$ cat src/rtl/speed_round_ctrl.sv
// -----------------------------------------------------------------------------
// speed_round_ctrl
//
// Sequencer for the speed-round push counter. A round runs through these
// steps:
//   1. A clear pulse resets stale push counts.
//   2. A pre-round countdown runs for PRE_TICKS game ticks.
//   3. The counting window (speed_round) stays open for ROUND_TICKS ticks.
//   4. Two settle cycles let the counter's registered compare catch up.
//   5. The winner is judged.
//   6. A second clear pulse is issued, and the result is held.
//
// Ports
//   clk, rst          system clock, synchronous active-high reset
//   tick              one-cycle game time-base enable
//   start             round request (level, accepted only in IDLE/DONE)
//   abort             cancel round (honoured in CLEAR/COUNTDOWN/ACTIVE/SETTLE)
//   speed_tie         push counter: counts equal (registered)
//   speed_right       push counter: right count greater (registered)
//   speed_round       counting-window enable to the push counter
//   speed_exit        one-cycle clear pulse to the push counter
//   countdown         remaining pre-round ticks, for the display
//   time_left         remaining window ticks, for the display
//   busy              high in every state except IDLE and DONE
//   result_valid      winner is valid
//   winner            00 none, 01 left, 10 right, 11 tie
//   dbg_state         current FSM state encoding, for observation only
//
// Handshake: result_valid/winner form a level-valid output with no ready.
// Once result_valid rises in DONE, winner is stable until the next accepted
// start or rst. No consumer acknowledgement is required.
// -----------------------------------------------------------------------------
module speed_round_ctrl #(
  parameter int PRE_TICKS   = 3,
  parameter int ROUND_TICKS = 50,
  parameter int TW          = 8
) (
  input  logic          clk,
  input  logic          rst,
  input  logic          tick,
  input  logic          start,
  input  logic          abort,
  input  logic          speed_tie,
  input  logic          speed_right,
  output logic          speed_round,
  output logic          speed_exit,
  output logic [3:0]    countdown,
  output logic [TW-1:0] time_left,
  output logic          busy,
  output logic          result_valid,
  output logic [1:0]    winner,
  output logic [2:0]    dbg_state
);

  typedef enum logic [2:0] {
    S_IDLE      = 3'd0,
    S_CLEAR     = 3'd1,
    S_COUNTDOWN = 3'd2,
    S_ACTIVE    = 3'd3,
    S_SETTLE    = 3'd4,
    S_JUDGE     = 3'd5,
    S_EXIT      = 3'd6,
    S_DONE      = 3'd7
  } state_t;

  localparam logic [3:0]    PRE_LD = 4'(PRE_TICKS);
  localparam logic [TW-1:0] RT_LD  = TW'(ROUND_TICKS);

  state_t        r_state;
  logic          r_speed_round;
  logic          r_speed_exit;
  logic [3:0]    r_countdown;
  logic [TW-1:0] r_time_left;
  logic          r_busy;
  logic          r_result_valid;
  logic [1:0]    r_winner;
  logic          r_settle_cnt;   // counts the two SETTLE cycles
  logic          r_aborted;      // EXIT returns to IDLE instead of DONE

  logic w_abortable;
  assign w_abortable = (r_state == S_CLEAR) || (r_state == S_COUNTDOWN) ||
                       (r_state == S_ACTIVE) || (r_state == S_SETTLE);

  always_ff @(posedge clk) begin
    if (rst) begin
      r_state        <= S_IDLE;
      r_speed_round  <= 1'b0;
      r_speed_exit   <= 1'b0;
      r_countdown    <= 4'd0;
      r_time_left    <= '0;
      r_busy         <= 1'b0;
      r_result_valid <= 1'b0;
      r_winner       <= 2'b00;
      r_settle_cnt   <= 1'b0;
      r_aborted      <= 1'b0;
    end else begin
      // speed_exit is a single-cycle pulse; only entry to CLEAR/EXIT raises it.
      r_speed_exit <= 1'b0;

      if (abort && w_abortable) begin
        r_state        <= S_EXIT;
        r_speed_exit   <= 1'b1;
        r_speed_round  <= 1'b0;
        r_countdown    <= 4'd0;
        r_time_left    <= '0;
        r_winner       <= 2'b00;
        r_result_valid <= 1'b0;
        r_aborted      <= 1'b1;
      end else begin
        case (r_state)
          S_IDLE, S_DONE: begin
            if (start) begin
              r_state        <= S_CLEAR;
              r_speed_exit   <= 1'b1;
              r_result_valid <= 1'b0;
              r_winner       <= 2'b00;
              r_busy         <= 1'b1;
              r_countdown    <= PRE_LD;
              r_time_left    <= '0;
              r_aborted      <= 1'b0;
            end
          end
          // Ticks arriving during CLEAR are deliberately not counted.
          S_CLEAR: r_state <= S_COUNTDOWN;
          S_COUNTDOWN: begin
            if (tick) begin
              if (r_countdown <= 4'd1) begin
                r_state       <= S_ACTIVE;
                r_countdown   <= 4'd0;
                r_time_left   <= RT_LD;
                r_speed_round <= 1'b1;
              end else begin
                r_countdown <= r_countdown - 4'd1;
              end
            end
          end
          S_ACTIVE: begin
            if (tick) begin
              if (r_time_left <= TW'(1)) begin
                r_state       <= S_SETTLE;
                r_time_left   <= '0;
                r_speed_round <= 1'b0;
                r_settle_cnt  <= 1'b0;
              end else begin
                r_time_left <= r_time_left - TW'(1);
              end
            end
          end
          // Two idle cycles: the last counter increment, then its compare register.
          S_SETTLE: begin
            if (r_settle_cnt) r_state <= S_JUDGE;
            else              r_settle_cnt <= 1'b1;
          end
          S_JUDGE: begin
            // Tie wins over right if the counter ever reports both.
            if (speed_tie)        r_winner <= 2'b11;
            else if (speed_right) r_winner <= 2'b10;
            else                  r_winner <= 2'b01;
            r_state      <= S_EXIT;
            r_speed_exit <= 1'b1;
          end
          S_EXIT: begin
            r_busy <= 1'b0;
            if (r_aborted) begin
              r_state <= S_IDLE;
            end else begin
              r_state        <= S_DONE;
              r_result_valid <= 1'b1;
            end
          end
          default: r_state <= S_IDLE;
        endcase
      end
    end
  end

  assign speed_round  = r_speed_round;
  assign speed_exit   = r_speed_exit;
  assign countdown    = r_countdown;
  assign time_left    = r_time_left;
  assign busy         = r_busy;
  assign result_valid = r_result_valid;
  assign winner       = r_winner;
  assign dbg_state    = r_state;

endmodule

$ cat config.mk
export PLATFORM = sky130hd
export DESIGN_NAME = speed_round_ctrl
export DESIGN_NICKNAME = d
export VERILOG_FILES = /design/src/rtl/speed_round_ctrl.sv
export SDC_FILE = /design/constraint.sdc
export NUM_CORES = 1
export LEC_CHECK = 0
export ABC_AREA = 1
export ABC_CLOCK_PERIOD_IN_PS = 1710
export BUFFER_PORTS_ARGS = -buffer_cell sky130_fd_sc_hd__buf_4
export CAP_MARGIN = 20
export CORE_MARGIN = 2
export CORE_UTILIZATION = 57
export CTS_BUF_LIST = sky130_fd_sc_hd__clkbuf_8
export DETAILED_ROUTE_END_ITERATION = 8
export GPL_TIMING_DRIVEN = 0
export PLACE_DENSITY_LB_ADDON = 0.2
export SLEW_MARGIN = 40
export SYNTH_ARGS = -nofsm -noshare
export SYNTH_HDL_FRONTEND = slang
export SYNTH_SLANG_ARGS = --single-unit
$ cat constraint.sdc
create_clock -name clk -period 1.71 [get_ports clk]
set_input_delay 0.0855 -clock clk [delete_from_list [all_inputs] [get_ports clk]]
set_output_delay 0.0855 -clock clk [all_outputs]
set_load 0.01 [all_outputs]
==> summary.md, run 1 <==
| Metric | Value |
|---|---|
| Status | complete, no violations |
| Post-Syn Area per Cell | 6.46 sq um |
| Netlist Area Pre-Place | 0.00149 sq mm |
| Via count | 1467 |
| Global-route wire length before repair | 4980 um |
| Reg-to-reg critical path endpoint | time_left[5]$_SDFFE_PP0P_ |
| N_diodes | 0 |
| Largest area contributor in the netlist | dfxtp_1 |
| PortBufs | 27 |
| CTS tree | yes |
| Worst Hold Slack | 0.121 ns |
| Post-route ant nets | 0 |
| Slew Limit Fails | 0 |
| Fill cell count | 218 |
| Clock transition at path regs | 0.08 ns |
| Crit-path max FO | 9 |
| Worst-Margin Slew | 0.311 ns |
| Drt first pass iters | 4 |
| Netlist cell types | 29 |
| Fmax achieved | 629 MHz |
| Final nets | 274 |
| Largest net degree at the start of global routing | 14 |
| CTS Buf Count | 3 |
| Worst hold path type | in -> reg |
| Die X | 55.1 um |
| Worst Skew | 0.00730 ns |
| Std-Cell Rows | 18 |
| Routed WL per cell | 10.9 um |
| Hold Violations, Final | 0 |
| RSZ-0062 raised after global routing | no |
| Vias in the first global route | 1189 |
| Critical path data required time | 1.87 ns |
| Area grow syn2layout | 20.5% |
| Sum Neg Setup Slack | 0 ns |
| Clk root buf | clkbuf_8 |
| Iter 0 DRT Violations | 40 |
| Global route overflow | 0 |
| R2R depth | 8 |
| Fraction of layout cells with a size suffix above 1 | 0.214 |
| Commonest cells after routing, fill and taps aside | nand2_1, nor2_1, buf_4, inv_1, dfxtp_1 |
| Core Region | 0.00248 sq mm |
| Min cycle time layout | 1.59 ns |
| Warnings from Yosys | 0 |
| Register area share after synthesis | 0.310 |
| Tot GR Track Use | 0.225 |
| Routed WL | 3190 um |
| Commonest non-fill, non-tap cell in the layout | nand2_1 |
| Hold endpoint | winner[0]$_SDFFE_PP0P_ |
| CTS sink cnt | 23 |
| Maxcap violations | 0 |
| Ports | 28 |
| Synth Register Bits | 23 |
| Yosys top cell area share | 0.310 |
| Clock Latency Late Sink | 0.27 ns |
| Maximum VDD drop | 1290 uV |
| DP HPWL | 2470 um |
| Drt drc | 0 |
| Slew Limit Headroom | 0.791 |
| CP startpoint kind | flip-flop |
| Height of the die | 55.1 um |
| Initial antenna violation count | 0 |
| CP Capture Type | flip-flop |
| Worst hold start | speed_tie |
| RR Startpoint | dbg_state[2]$_SDFFE_PP0P_ |
| H-tree levels | 1 |
| PwrDens | 2060 mW/mm^2 |
| Maximum buffer depth of the clock tree | 2 |
| Setup Fix Bufs, Post-CTS | 0 |
| Die area | 0.00303 sq mm |
| Synth area leaders | dfxtp_1, nand2_1, nor2_1 |
| Setup Viol. Count Final | 0 |
| Worst path arrival time | 1.75 ns |
| Post-Synthesis Cells | 230 |
| Initial Utilization | 0.600 |
| Reg2Reg Setup Slack | 0.12 ns |
| Fin crit share | 0.930 |
| Hold path depth | 3 |
| Avg Vias per Cell | 5.02 |
| Crit path kind | reg -> reg |
| Leak | 0.897 nW |
| RD Place Congestion | 0.890 |
| Net Count, Synth | 241 |
worst max-delay path, cell delays in order, from the launching register on:
cell     delay (ns)
dfxtp_1        0.34
buf_4          0.20
inv_6          0.07
o21ai_2        0.13
nand3_4        0.17
a21oi_4        0.26
nand2_1        0.13
nor2_1         0.14
nor2_1         0.05
synth_stat cells:
cell type,count
nand2_4,3
o21ai_2,2
inv_2,2
nor3_1,3
and2_1,1
o21ai_0,13
nand2_2,5
nand3_1,11
inv_6,1
a211oi_1,2
nand3_4,1
nor2_2,2
nand4_1,5
nor2_4,1
a21oi_4,1
ha_1,4
o21bai_1,3
nand3_2,1
buf_4,1
buf_6,2
xor2_1,1
a21oi_1,10
nor2_1,50
inv_1,27
o21ai_1,2
clkinv_4,1
nand3b_1,2
dfxtp_1,23
nand2_1,50
what timing repair did:
action | 4_1_cts | 5_1_grt
endpoints found under the hold margin | 3 | 0
hold buffers | 1 | 0
resized for setup | 0 | 4
setup endpoints to repair | 0 | 11
where the power goes:
| group | switching (W) | internal, W | leakage [nW] | total, W |
|---|---|---|---|---|
| clock | 0.000174 | 0.000163 | 0.0255 | 0.000337 |
| combinational | 0.00151 | 0.000933 | 0.683 | 0.00245 |
| sequential | 0.000166 | 0.000739 | 0.189 | 0.000905 |
worst max path at each step:
| stage | startpoint | end | slack, ns | cells past startpoint |
|---|---|---|---|---|
| 6_report | dbg_state[2]$_SDFFE_PP0P_ | time_left[5]$_SDFFE_PP0P_ | 0.12 | 8 |
| 5_1_grt | dbg_state[2]$_SDFFE_PP0P_ | time_left[4]$_SDFFE_PP0P_ | 0.001 | 8 |
| 4_1_cts | time_left[0]$_SDFFE_PP0P_ | r_settle_cnt$_SDFFE_PP0P_ | 0.05 | 12 |
| 3_5_place_dp | time_left[0]$_SDFFE_PP0P_ | r_settle_cnt$_SDFFE_PP0P_ | 0.08 | 11 |
| 3_3_place_gp | time_left[0]$_SDFFE_PP0P_ | r_settle_cnt$_SDFFE_PP0P_ | 0.07 | 11 |
| 2_1_floorplan | time_left[0]$_SDFFE_PP0P_ | r_settle_cnt$_SDFFE_PP0P_ | 0.25 | 12 |
state kept, by name, indices dropped and copies added, names as in the netlist:
signal,count
busy,1
countdown,4
dbg_state,3
r_aborted,1
r_settle_cnt,1
result_valid,1
speed_exit,1
speed_round,1
time_left,8
winner,2
kinds of logic (layout without fill, tap and decap cells):
kind of cell / count (synthesis) / after routing / share of synthesized area
XOR/XNOR: 1 / 1 / 0.00589
flip-flops: 23 / 23 / 0.310
AND/OR/NAND/NOR: 135 / 135 / 0.413
buffers and inverters: 34 / 66 / 0.105
adder cells (fa/ha/maj): 4 / 4 / 0.0337
AO/OA/AOI/OAI: 33 / 33 / 0.132
layer usage:
layer	routed length, um	vias up	GRT usage
li1	-	799	-
met1	1540	633	0.284
met2	1510	31	0.405
met3	108	4	0.0323
met4	36	0	0.0488
met5	0	-	0
layout make-up:
| cell class | instances | area, sq um | area share |
|---|---|---|---|
| sequential | 23 | 462 | 0.258 |
| buffer | 3 | 30.0 | 0.0168 |
| timing repair buffer | 28 | 213 | 0.119 |
| tap | 30 | 37.5 | 0.0209 |
| multi-input combinational | 173 | 877 | 0.490 |
| inverter | 31 | 126 | 0.0705 |
| clock inverter | 1 | 5.00 | 0.00279 |
| clock buffer | 3 | 41.3 | 0.0230 |
through the flow:
step / setup WS, ns / cell area [sq um] / utilization / power (W) / std cells
2_1_floorplan: 0.246 / 1490 / - / 0.00266 / 230
3_3_place_gp: 0.0662 / 1730 / 0.697 / 0.00327 / 287
3_5_place_dp: 0.0791 / 1730 / 0.697 / 0.00331 / 287
4_1_cts: 0.0506 / 1780 / 0.720 / 0.00365 / 292
5_1_grt: 0.00130 / 1790 / 0.723 / 0.00406 / 292
6_report: 0.120 / 1790 / 0.723 / 0.00369 / 292
(Power assumes the default switching activity.)
==> run 2, diff against run 1 <==
--- a/config.mk
+++ b/config.mk
@@ -5,7 +5,7 @@
 export SDC_FILE = /design/constraint.sdc
 export NUM_CORES = 1
 export LEC_CHECK = 0
-export ABC_AREA = 1
+export ABC_AREA = 0
 export ABC_CLOCK_PERIOD_IN_PS = 1710
 export BUFFER_PORTS_ARGS = -buffer_cell sky130_fd_sc_hd__buf_4
 export CAP_MARGIN = 20
==> run 2 against run 1 <==
Worst setup slack worse by 0.074 ns. Count of clock-buffer cells in the layout unchanged. Core utilization up 7.2 points. Sequential share of layout area fell by 1.4 points. Combinational power fell by 18%. Synthesized cell count fell by 18%. Largest cell class unchanged. Highest routed layer unchanged.
==> summary.md, run 2 <==
| Metric | Value |
|---|---|
| Commonest cells after routing, fill and taps aside | buf_4, a21oi_1, dfxtp_1, nor2_1, o21ai_0 |
| Worst path arrival time | 1.82 ns |
| Synth area leaders | dfxtp_1, a21oi_1, o21ai_0 |
| N_diodes | 0 |
| CP startpoint kind | flip-flop |
| Ys async rst share | 0 |
| Initial antenna violation count | 0 |
| Setup Viol. Count Final | 0 |
| Fmax achieved | 601 MHz |
| Std-Cell Rows | 18 |
| Ports | 28 |
| Clk root buf | clkbuf_8 |
| Status | complete, no violations |
| RSZ-0062 raised after global routing | yes |
| Core Util, Final | 0.795 |
| Worst Setup Slack, final | 0.0464 ns |
| Via count | 1623 |
| Core Region | 0.00243 sq mm |
| Critical path data required time | 1.87 ns |
| Die X | 54.4 um |
| Post-Syn Area per Cell | 7.66 sq um |
| Clock transition at path regs | 0.08 ns |
| Global-route wire length before repair | 6490 um |
| Min cycle time layout | 1.66 ns |
| Post-route ant nets | 0 |
| Final nets | 240 |
| Crit path kind | reg -> reg |
| Net Count, Synth | 200 |
| Crit-path max FO | 10 |
| Sum Neg Setup Slack | 0 ns |
| Netlist cell types | 44 |
| CTS tree | yes |
| Post-Synthesis Cells | 189 |
| Largest area contributor in the netlist | dfxtp_1 |
| Register area share after synthesis | 0.318 |
| Maximum VDD drop | 1290 uV |
| Fraction of layout cells with a size suffix above 1 | 0.351 |
| Commonest non-fill, non-tap cell in the layout | buf_4 |
| CTS sink cnt | 23 |
| Clock Latency Late Sink | 0.27 ns |
| Placed cell count | 245 |
| Top cells by count, synth | dfxtp_1, a21oi_1, o21ai_0 |
| Fin crit share | 0.973 |
| Drt drc | 0 |
| Number of enable flip-flop cells after synthesis | 0 |
| Area grow syn2layout | 33.5% |
| Tot GR Track Use | 0.305 |
| Reg2Reg Setup Slack | 0.05 ns |
| Drt first pass iters | 4 |
| CP Capture Type | flip-flop |
| Slew Limit Headroom | 0.636 |
| Largest net degree at the start of global routing | 14 |
| Routed WL | 4260 um |
| Initial Utilization | 0.595 |
| Maximum buffer depth of the clock tree | 2 |
| Iter 0 DRT Violations | 61 |
| Synth Flop Type | dfxtp_1 |
| PortBufs | 26 |
| Worst-Margin Slew | 0.542 ns |
| Worst hold path type | in -> reg |
| Synth Register Bits | 23 |
| Final cell count without fillers | 258 |
| Netlist Area Pre-Place | 0.00145 sq mm |
| Place WS | -0.148 ns |
| CTS Buf Count | 3 |
| Leak | 0.737 nW |
| Worst Skew | 0.00405 ns |
| Warnings from Yosys | 0 |
| Top-count cell post-synth | dfxtp_1 |
| Yosys top cell area share | 0.318 |
| Maxcap violations | 0 |
| PwrDens | 1620 mW/mm^2 |
| Global route overflow | 0 |
| Slew Limit Fails | 0 |
| H-tree levels | 1 |
| Routed WL per cell | 16.5 um |
| Hold Violations, Final | 0 |
| Max FFs per register | 8 |
| Avg Vias per Cell | 6.29 |
| Vias in the first global route | 1466 |
| DP HPWL | 2720 um |
| RD Place Congestion | 0.928 |
| Height of the die | 54.4 um |
| Die area | 0.00296 sq mm |
[run 2: cell count changes after synthesis, sizes merged, moves of 4 or more]
| cell | change |
|---|---|
| o21ai | +4 |
| nor3 | +10 |
| nand3 | -5 |
| nor2b | +4 |
| nand2 | -47 |
| nor2 | -34 |
| a31oi | +4 |
| buf | +4 |
| nand2b | +5 |
| inv | -21 |
| a21oi | +11 |
[run 2: metal layers]
| layer | track usage | vias to the layer above | share of wire |
|---|---|---|---|
| li1 | - | 765 | - |
| met1 | 0.378 | 754 | 0.40 |
| met2 | 0.492 | 86 | 0.49 |
| met3 | 0.0628 | 18 | 0.078 |
| met4 | 0.163 | 0 | 0.027 |
| met5 | 0 | - | 0 |
[run 2: repair_timing]
item / CTS / global route
resized for setup: 16 / 21
setup buffers: 5 / 3
hold buffers: 0 / 0
cloned: 1 / 0
pin swaps: 6 / 8
endpoints found under the setup margin: 16 / 15
[run 2: path summary, 6_finish.rpt]
path	startpoint	to	cells after the start
worst max-delay path	dbg_state[0]$_SDFFE_PP0P_	time_left[4]$_SDFFE_PP0P_	8
worst min-delay path	rst	dbg_state[1]$_SDFFE_PP0P_	2
worst max register to register	dbg_state[0]$_SDFFE_PP0P_	time_left[4]$_SDFFE_PP0P_	8
worst min register to register	winner[0]$_SDFFE_PP0P_	winner[0]$_SDFFE_PP0P_	2
[run 2: worst max-delay path, stage by stage (launching register included)]
cell	delay (ns)
dfxtp_2	0.37
buf_6	0.17
clkinvlp_4	0.15
nand3_1	0.15
nand3_1	0.13
nand2b_1	0.11
clkbuf_4	0.20
buf_4	0.20
a21oi_1	0.06
[run 2: layout make-up]
| cell class | count | area, sq um |
|---|---|---|
| Timing Repair Buffer | 35 | 264 |
| Buffer | 10 | 76.3 |
| Tap cell | 30 | 37.5 |
| Multi-Input combinational cell | 147 | 997 |
| Clock buffer | 3 | 41.3 |
| Clock inverter | 1 | 5.00 |
| Sequential cell | 23 | 472 |
| Inverter | 9 | 40.0 |
| Fill cell | 169 | 499 |
[run 2: cell families (layout without fill, tap and decap cells)]
kind of cell / after synthesis / count (layout) / share of synthesized area
AOI/OAI and AO/OA: 65 / 65 / 0.270
adders and majority gates: 4 / 4 / 0.0346
and+or+nand+nor: 76 / 76 / 0.292
xor gates and xnor gates: 1 / 1 / 0.00605
muxes: 1 / 1 / 0.00691
buffers and inverters: 19 / 58 / 0.0726
DFF: 23 / 23 / 0.318
[run 2: power breakdown]
group | internal, W | leakage [nW] | switching (W) | total, W
registers | 0.000664 | 0.190 | 0.000114 | 0.000778
logic | 0.000872 | 0.521 | 0.00113 | 0.00200
clock network | 0.000163 | 0.0255 | 0.000188 | 0.000351
[run 2: per-stage QoR]
step | power, W | hold slack, ns | area (sq um)
2_1_floorplan | 0.00193 | 0.155 | 1460
3_3_place_gp | 0.00232 | 0.310 | 1690
3_5_place_dp | 0.00236 | 0.316 | 1690
4_1_cts | 0.00289 | 0.0214 | 1830
5_1_grt | 0.00336 | 0.0392 | 1930
6_report | 0.00313 | 0.0315 | 1930
